--- src/rtl/rst_sequencer_if.sv ---
// rtl/rst_sequencer_if.sv - reset sequencer control/status bundle
//
// Purpose: groups the lock input, the soft-reset REQ/ACK handshake and the
// per-domain reset / status outputs of rst_sequencer.
// Signals:
//   LOCK_I      clock source stable, level, synchronous to CLK_I
//   SRST_REQ_I  soft-reset request, level, held until SRST_ACK_O is seen
//   SRST_ACK_O  soft-reset acknowledge (all domains held in reset)
//   NRST_O      per-domain active-low reset, bit 0 released first
//   READY_O     all domains released, sequencer in RUN
//   STATE_O     debug state code (0 ASSERT,1 HOLD,2 RELEASE,3 RUN,4 SRST)
// Modports: master = environment driving lock/request,
//           slave  = the sequencer itself.
interface rst_sequencer_if #(
  parameter int NUM_DOMAINS = 4
);
  logic                   LOCK_I;
  logic                   SRST_REQ_I;
  logic                   SRST_ACK_O;
  logic [NUM_DOMAINS-1:0] NRST_O;
  logic                   READY_O;
  logic [2:0]             STATE_O;

  modport master (
    output LOCK_I, SRST_REQ_I,
    input  SRST_ACK_O, NRST_O, READY_O, STATE_O
  );

  modport slave (
    input  LOCK_I, SRST_REQ_I,
    output SRST_ACK_O, NRST_O, READY_O, STATE_O
  );
endinterface

--- src/rtl/rst_sequencer.sv ---
// rtl/rst_sequencer.sv - power-up / soft-reset sequencer for the audio core
//
// Purpose: holds every domain reset asserted until the clock source locks,
// waits HOLD_CYCLES, then releases the domains one at a time in bit order
// spaced by STEP_CYCLES. In RUN a soft-reset request puts all domains back
// into reset and acknowledges; dropping the request restarts the release.
// Ports:
//   CLK_I  in  single clock, posedge
//   RST_I  in  synchronous reset, active-high
//   bus    slave modport of rst_sequencer_if (lock, REQ/ACK, resets, status)
// Optional feature macro: RST_SEQ_REVERSE_EN
//   When defined, soft reset drains the domains in reverse order (top bit
//   first, STEP_CYCLES apart) and ACK rises with the clearing of bit 0.
module rst_sequencer #(
  parameter int NUM_DOMAINS = 4,
  parameter int CNT_WIDTH   = 8,
  parameter int HOLD_CYCLES = 16,
  parameter int STEP_CYCLES = 8
) (
  input  logic           CLK_I,
  input  logic           RST_I,
  rst_sequencer_if.slave bus
);

  localparam int IDX_W = (NUM_DOMAINS > 1) ? $clog2(NUM_DOMAINS) : 1;
  localparam logic [CNT_WIDTH-1:0] HOLD_LAST = CNT_WIDTH'(HOLD_CYCLES - 1);
  localparam logic [CNT_WIDTH-1:0] STEP_LAST = CNT_WIDTH'(STEP_CYCLES - 1);
  localparam logic [IDX_W-1:0]     IDX_LAST  = IDX_W'(NUM_DOMAINS - 1);

  typedef enum logic [2:0] {
    ST_ASSERT  = 3'd0,
    ST_HOLD    = 3'd1,
    ST_RELEASE = 3'd2,
    ST_RUN     = 3'd3,
    ST_SRST    = 3'd4
  } state_t;

  state_t                 state_q, state_d;
  logic [CNT_WIDTH-1:0]   cnt_q, cnt_d;
  logic [IDX_W-1:0]       idx_q, idx_d;
  logic [NUM_DOMAINS-1:0] nrst_q, nrst_d;
  logic                   ready_q, ready_d;
  logic                   ack_q, ack_d;

  always_ff @(posedge CLK_I) begin
    if (RST_I) begin
      state_q <= ST_ASSERT;
      cnt_q   <= '0;
      idx_q   <= '0;
      nrst_q  <= '0;
      ready_q <= 1'b0;
      ack_q   <= 1'b0;
    end else begin
      state_q <= state_d;
      cnt_q   <= cnt_d;
      idx_q   <= idx_d;
      nrst_q  <= nrst_d;
      ready_q <= ready_d;
      ack_q   <= ack_d;
    end
  end

  always_comb begin
    state_d = state_q;
    cnt_d   = cnt_q;
    idx_d   = idx_q;
    nrst_d  = nrst_q;
    ready_d = ready_q;
    ack_d   = ack_q;

    // Lock loss wins over everything else, including a pending soft reset.
    if (state_q != ST_ASSERT && !bus.LOCK_I) begin
      state_d = ST_ASSERT;
      cnt_d   = '0;
      idx_d   = '0;
      nrst_d  = '0;
      ready_d = 1'b0;
      ack_d   = 1'b0;
    end else begin
      case (state_q)
        ST_ASSERT: begin
          nrst_d  = '0;
          ready_d = 1'b0;
          ack_d   = 1'b0;
          if (bus.LOCK_I) begin
            state_d = ST_HOLD;
            cnt_d   = '0;
            idx_d   = '0;
          end
        end

        ST_HOLD: begin
          if (cnt_q == HOLD_LAST) begin
            nrst_d[0] = 1'b1;
            cnt_d     = '0;
            if (NUM_DOMAINS == 1) begin
              ready_d = 1'b1;
              state_d = ST_RUN;
            end else begin
              idx_d   = IDX_W'(1);
              state_d = ST_RELEASE;
            end
          end else begin
            cnt_d = cnt_q + 1'b1;
          end
        end

        ST_RELEASE: begin
          if (cnt_q == STEP_LAST) begin
            nrst_d[idx_q] = 1'b1;
            cnt_d         = '0;
            if (idx_q == IDX_LAST) begin
              ready_d = 1'b1;
              state_d = ST_RUN;
            end else begin
              idx_d = idx_q + IDX_W'(1);
            end
          end else begin
            cnt_d = cnt_q + 1'b1;
          end
        end

        ST_RUN: begin
          if (bus.SRST_REQ_I) begin
            state_d = ST_SRST;
            cnt_d   = '0;
            ready_d = 1'b0;
`ifdef RST_SEQ_REVERSE_EN
            // Start the drain at the top bit; idx points at the bit just cleared.
            nrst_d[NUM_DOMAINS-1] = 1'b0;
            idx_d                 = IDX_LAST;
            ack_d                 = (NUM_DOMAINS == 1);
`else
            nrst_d = '0;
            ack_d  = 1'b1;
`endif
          end
        end

        ST_SRST: begin
`ifdef RST_SEQ_REVERSE_EN
          // The drain runs to completion regardless of the request level.
          if (!ack_q) begin
            if (cnt_q == STEP_LAST) begin
              nrst_d[idx_q - IDX_W'(1)] = 1'b0;
              idx_d                     = idx_q - IDX_W'(1);
              cnt_d                     = '0;
              ack_d                     = (idx_q == IDX_W'(1));
            end else begin
              cnt_d = cnt_q + 1'b1;
            end
          end else if (!bus.SRST_REQ_I) begin
            ack_d   = 1'b0;
            cnt_d   = '0;
            idx_d   = '0;
            state_d = ST_HOLD;
          end
`else
          if (!bus.SRST_REQ_I) begin
            ack_d   = 1'b0;
            cnt_d   = '0;
            idx_d   = '0;
            state_d = ST_HOLD;
          end
`endif
        end

        default: begin
          state_d = ST_ASSERT;
          cnt_d   = '0;
          idx_d   = '0;
          nrst_d  = '0;
          ready_d = 1'b0;
          ack_d   = 1'b0;
        end
      endcase
    end
  end

  assign bus.NRST_O     = nrst_q;
  assign bus.READY_O    = ready_q;
  assign bus.SRST_ACK_O = ack_q;
  assign bus.STATE_O    = state_q;

endmodule

--- src/flat_wrapper.sv ---
// flat-port wrapper written by rule: the top's interface ports become plain ports
module rst_sequencer_flat 
#(
  parameter int NUM_DOMAINS = 4,
  parameter int CNT_WIDTH   = 8,
  parameter int HOLD_CYCLES = 16,
  parameter int STEP_CYCLES = 8
)
  (CLK_I, RST_I, bus_LOCK_I, bus_SRST_REQ_I, bus_SRST_ACK_O, bus_NRST_O, bus_READY_O, bus_STATE_O);
  rst_sequencer_if #(.NUM_DOMAINS(NUM_DOMAINS)) bus_i ();
  input  logic CLK_I;
  input  logic RST_I;
  input wire logic [$bits(bus_i.LOCK_I)-1:0] bus_LOCK_I;
  input wire logic [$bits(bus_i.SRST_REQ_I)-1:0] bus_SRST_REQ_I;
  output wire logic [$bits(bus_i.SRST_ACK_O)-1:0] bus_SRST_ACK_O;
  output wire logic [$bits(bus_i.NRST_O)-1:0] bus_NRST_O;
  output wire logic [$bits(bus_i.READY_O)-1:0] bus_READY_O;
  output wire logic [$bits(bus_i.STATE_O)-1:0] bus_STATE_O;
  assign bus_i.LOCK_I = bus_LOCK_I;
  assign bus_i.SRST_REQ_I = bus_SRST_REQ_I;
  assign bus_SRST_ACK_O = bus_i.SRST_ACK_O;
  assign bus_NRST_O = bus_i.NRST_O;
  assign bus_READY_O = bus_i.READY_O;
  assign bus_STATE_O = bus_i.STATE_O;
  rst_sequencer #(.NUM_DOMAINS(NUM_DOMAINS), .CNT_WIDTH(CNT_WIDTH), .HOLD_CYCLES(HOLD_CYCLES), .STEP_CYCLES(STEP_CYCLES)) u_core (.CLK_I(CLK_I), .RST_I(RST_I), .bus(bus_i));
endmodule
--- config.mk ---
export PLATFORM = sky130hd
export DESIGN_NAME = rst_sequencer_flat
export DESIGN_NICKNAME = d
export VERILOG_FILES = /design/src/rtl/rst_sequencer_if.sv /design/src/rtl/rst_sequencer.sv /design/src/flat_wrapper.sv
export SDC_FILE = /design/constraint.sdc
export NUM_CORES = 1
export LEC_CHECK = 0
export ABC_CLOCK_PERIOD_IN_PS = 2400
export BUFFER_PORTS_ARGS = -buffer_cell sky130_fd_sc_hd__buf_2
export CAP_MARGIN = 25
export CORE_MARGIN = 2
export CORE_UTILIZATION = 40
export CTS_CLUSTER_DIAMETER = 30
export DETAILED_ROUTE_END_ITERATION = 10
export GPL_TIMING_DRIVEN = 0
export SYNTH_ARGS = -nofsm -noshare
export SYNTH_HDL_FRONTEND = slang
export SYNTH_SLANG_ARGS = --single-unit
--- constraint.sdc ---
create_clock -name CLK_I -period 2.4 [get_ports CLK_I]
set_input_delay 0.48 -clock CLK_I [delete_from_list [all_inputs] [get_ports CLK_I]]
set_output_delay 0.48 -clock CLK_I [all_outputs]
set_load 0.1 [all_outputs]
==> flow_summary.json <==
{
  "synthTopCellsByArea": "dfxtp_1 35%, ha_1 5.8%, nor2_1 5.2%",
  "cts_tree": "built",
  "avgSynthCellArea_um2": 8.23,
  "synth_edf_count": 0,
  "drc": 0,
  "clk_pin_slew_ns": 0.12,
  "layout-drive-gt1-share": 0.150,
  "async_flop_share": 0,
  "grt_use_total": 0.162,
  "p_clk_frac": 0.281,
  "io-pin-count": 13,
  "dr.pass1.iters": 4,
  "worstSetupPathType": "flop to flop",
  "layout_commonest_cell": "dfxtp_1",
  "viasPerCell": 5.37,
  "hpwl_mm": 1.66,
  "fmax_mhz": 512,
  "antenna_found_initial": 0,
  "post-cts-setup-buffers": 0,
  "status": "finished, final reports clean",
  "yosysTopAreaCellShare": 0.353,
  "cts_buffer_depth": 2,
  "overflow": 0,
  "power.internal_mw": 0.422,
  "htree_levels": 1,
  "worst_slew_pin_slew_ns": 0.732,
  "worstSetupStartpointType": "flop",
  "fin_crit_ns": 1.95,
  "synth.net_count": 140,
  "routed_wirelength_mm": 2.27,
  "slew_violations": 0,
  "synth_cells": 131,
  "first_global_vias": 927,
  "power_frac_comb": 0.192,
  "synth-warning-count": 0,
  "vias": 951,
  "critical_path.endpoint_type": "flop",
  "yosys.area.top_type": "dfxtp_1",
  "fin_nets": 157,
  "root_buffer": "clkbuf_4",
  "finalSetupTns_ns": 0,
  "arrival_ns": 2.22,
  "yosysUniqueCellTypes": 44,
  "final_cell_mix": "19 x dfxtp_1, 15 x nor2_1, 14 x buf_2, 14 x nand2_1",
  "die_h_um": 55.9,
  "max-cap-violations": 0,
  "start_util": 0.428,
  "hold_viol_final": 0,
  "ant_nets": 0,
  "portBuffers": 12,
  "p_sw_mw": 0.198,
  "area_growth_pct": 11.6,
  "die_w_um": 55.9,
  "synth_top_flop_cell": "dfxtp_1",
  "routedWlPerCell_um": 12.8,
  "period_share": 0.814,
  "timing.reg2reg.setup_slack_ns": 0.45,
  "power.leakage_nw": 0.469,
  "fp.coreArea_um2": 2520,
  "n_antenna_cell": 0,
  "power.total_mw": 0.619,
  "cts_resized": 0,
  "rsz0062_at_grt": "false",
  "setup_viol": 0,
  "yosysSeqAreaShare": 0.353,
  "dieArea_um2": 3130,
  "cts.sinks": 19,
  "grt_max_degree": 12,
  "required_ns": 2.66,
  "swShare": 0.320,
  "crit_fanout": 10,
  "ys_ff_latch": 19,
  "cts_hold_buffers": 0,
  "skew_ns": 0.00184,
  "worst_skew_pair.late_latency_ns": 0.31,
  "seqPwrFrac": 0.526,
  "worstHoldPathType": "flop to flop",
  "grt_pass1_wl_mm": 4.07,
  "cts_buffers": 3,
  "synth.cell_area_um2": 1080,
  "place.gp.congestion": 0.802,
  "powerDensity_nw_per_um2": 515,
  "max_slew_margin": 0.511,
  "placementRows": 18,
  "drtIter0Drc": 15,
  "peakVddDrop_mv": 0.331
}
## power groups by stage
stage | clock (mW) | sequential (mW) | combinational (mW)
floorplan | 0 | 0.358 | 0.0696
global placement | 0 | 0.333 | 0.119
detailed placement | 0 | 0.333 | 0.119
CTS | 0.180 | 0.326 | 0.120
global route | 0.187 | 0.327 | 0.133
finish | 0.174 | 0.326 | 0.119
## area by class of cell
type,count,area (um^2)
buffer,6,32.5
clock buffer,3,22.5
clock inverter,1,5.00
fill,258,1320
inverter,7,26.3
multi-input combinational,99,639
sequential,19,380
tap,30,37.5
timing repair buffer,12,60.1
## Yosys cell counts (all sizes together) (2+ instances only)
master and count:
dfxtp 19, nor2 15, nand2 14, inv 7, o21ai 7, nor3 6, ha 5, xnor2 5
a21oi 4, buf 4, nand3 4, a22o 3, a22oi 3, nand2b 3, nor4 3, a311oi 2
clkbuf 2, nor2b 2, o21bai 2
## worst max-delay path: stages (launching register included)
cell and delay (ns):
dfxtp_1 0.35, buf_2 0.18, nor3_1 0.24, o21bai_1 0.27, nor4_1 0.62, nand2_1 0.15, nand2_1 0.09
## logic make-up after synthesis
| kind of cell | count (synthesis) | share of synthesized area |
|---|---|---|
| and+or+nand+nor | 56 | 0.276 |
| muxes | 1 | 0.00928 |
| AOI/OAI and AO/OA | 31 | 0.201 |
| buffers and inverters | 13 | 0.0545 |
| adders and majority gates | 5 | 0.0580 |
| DFF | 19 | 0.353 |
| xor gates and xnor gates | 6 | 0.0487 |
## sequential cells by signal (all words and copies together) (netlist names)
signal                 count
u_core.bus.READY_O         1
u_core.bus.STATE_O         3
u_core.bus.SRST_ACK_O      1
u_core.cnt_q               8
u_core.idx_q               2
u_core.bus.NRST_O          4
## metal layers
metal  global-route usage  vias to the layer above  part of all wire
met1                0.221                      432              0.51
met2                0.257                       15              0.43
li1                     -                      499                 -
met4               0.0714                        0             0.020
met3               0.0209                        5             0.038
met5                    0                        -                 0
## path summary, 6_finish.rpt
kind,start,to,depth (start not counted)
min,u_core.bus.NRST_O[3],u_core.bus.NRST_O[3],2
max reg2reg,u_core.bus.STATE_O[2],u_core.bus.NRST_O[3],6
min reg2reg,u_core.bus.NRST_O[3],u_core.bus.NRST_O[3],2
max,u_core.bus.STATE_O[2],u_core.bus.NRST_O[3],6
## through the flow
step	std cells	hold WS, ns	util	area (um^2)	setup WS (ns)
finish	177	0.449	0.477	1200	0.446
detailed placement	173	0.434	0.466	1180	0.486
global route	177	0.476	0.477	1200	0.225
global placement	173	0.422	0.466	1180	0.487
floorplan	131	0.480	-	1080	0.0989
CTS	177	0.451	0.477	1200	0.454
No activity file was read; power rests on OpenSTA's default activity.
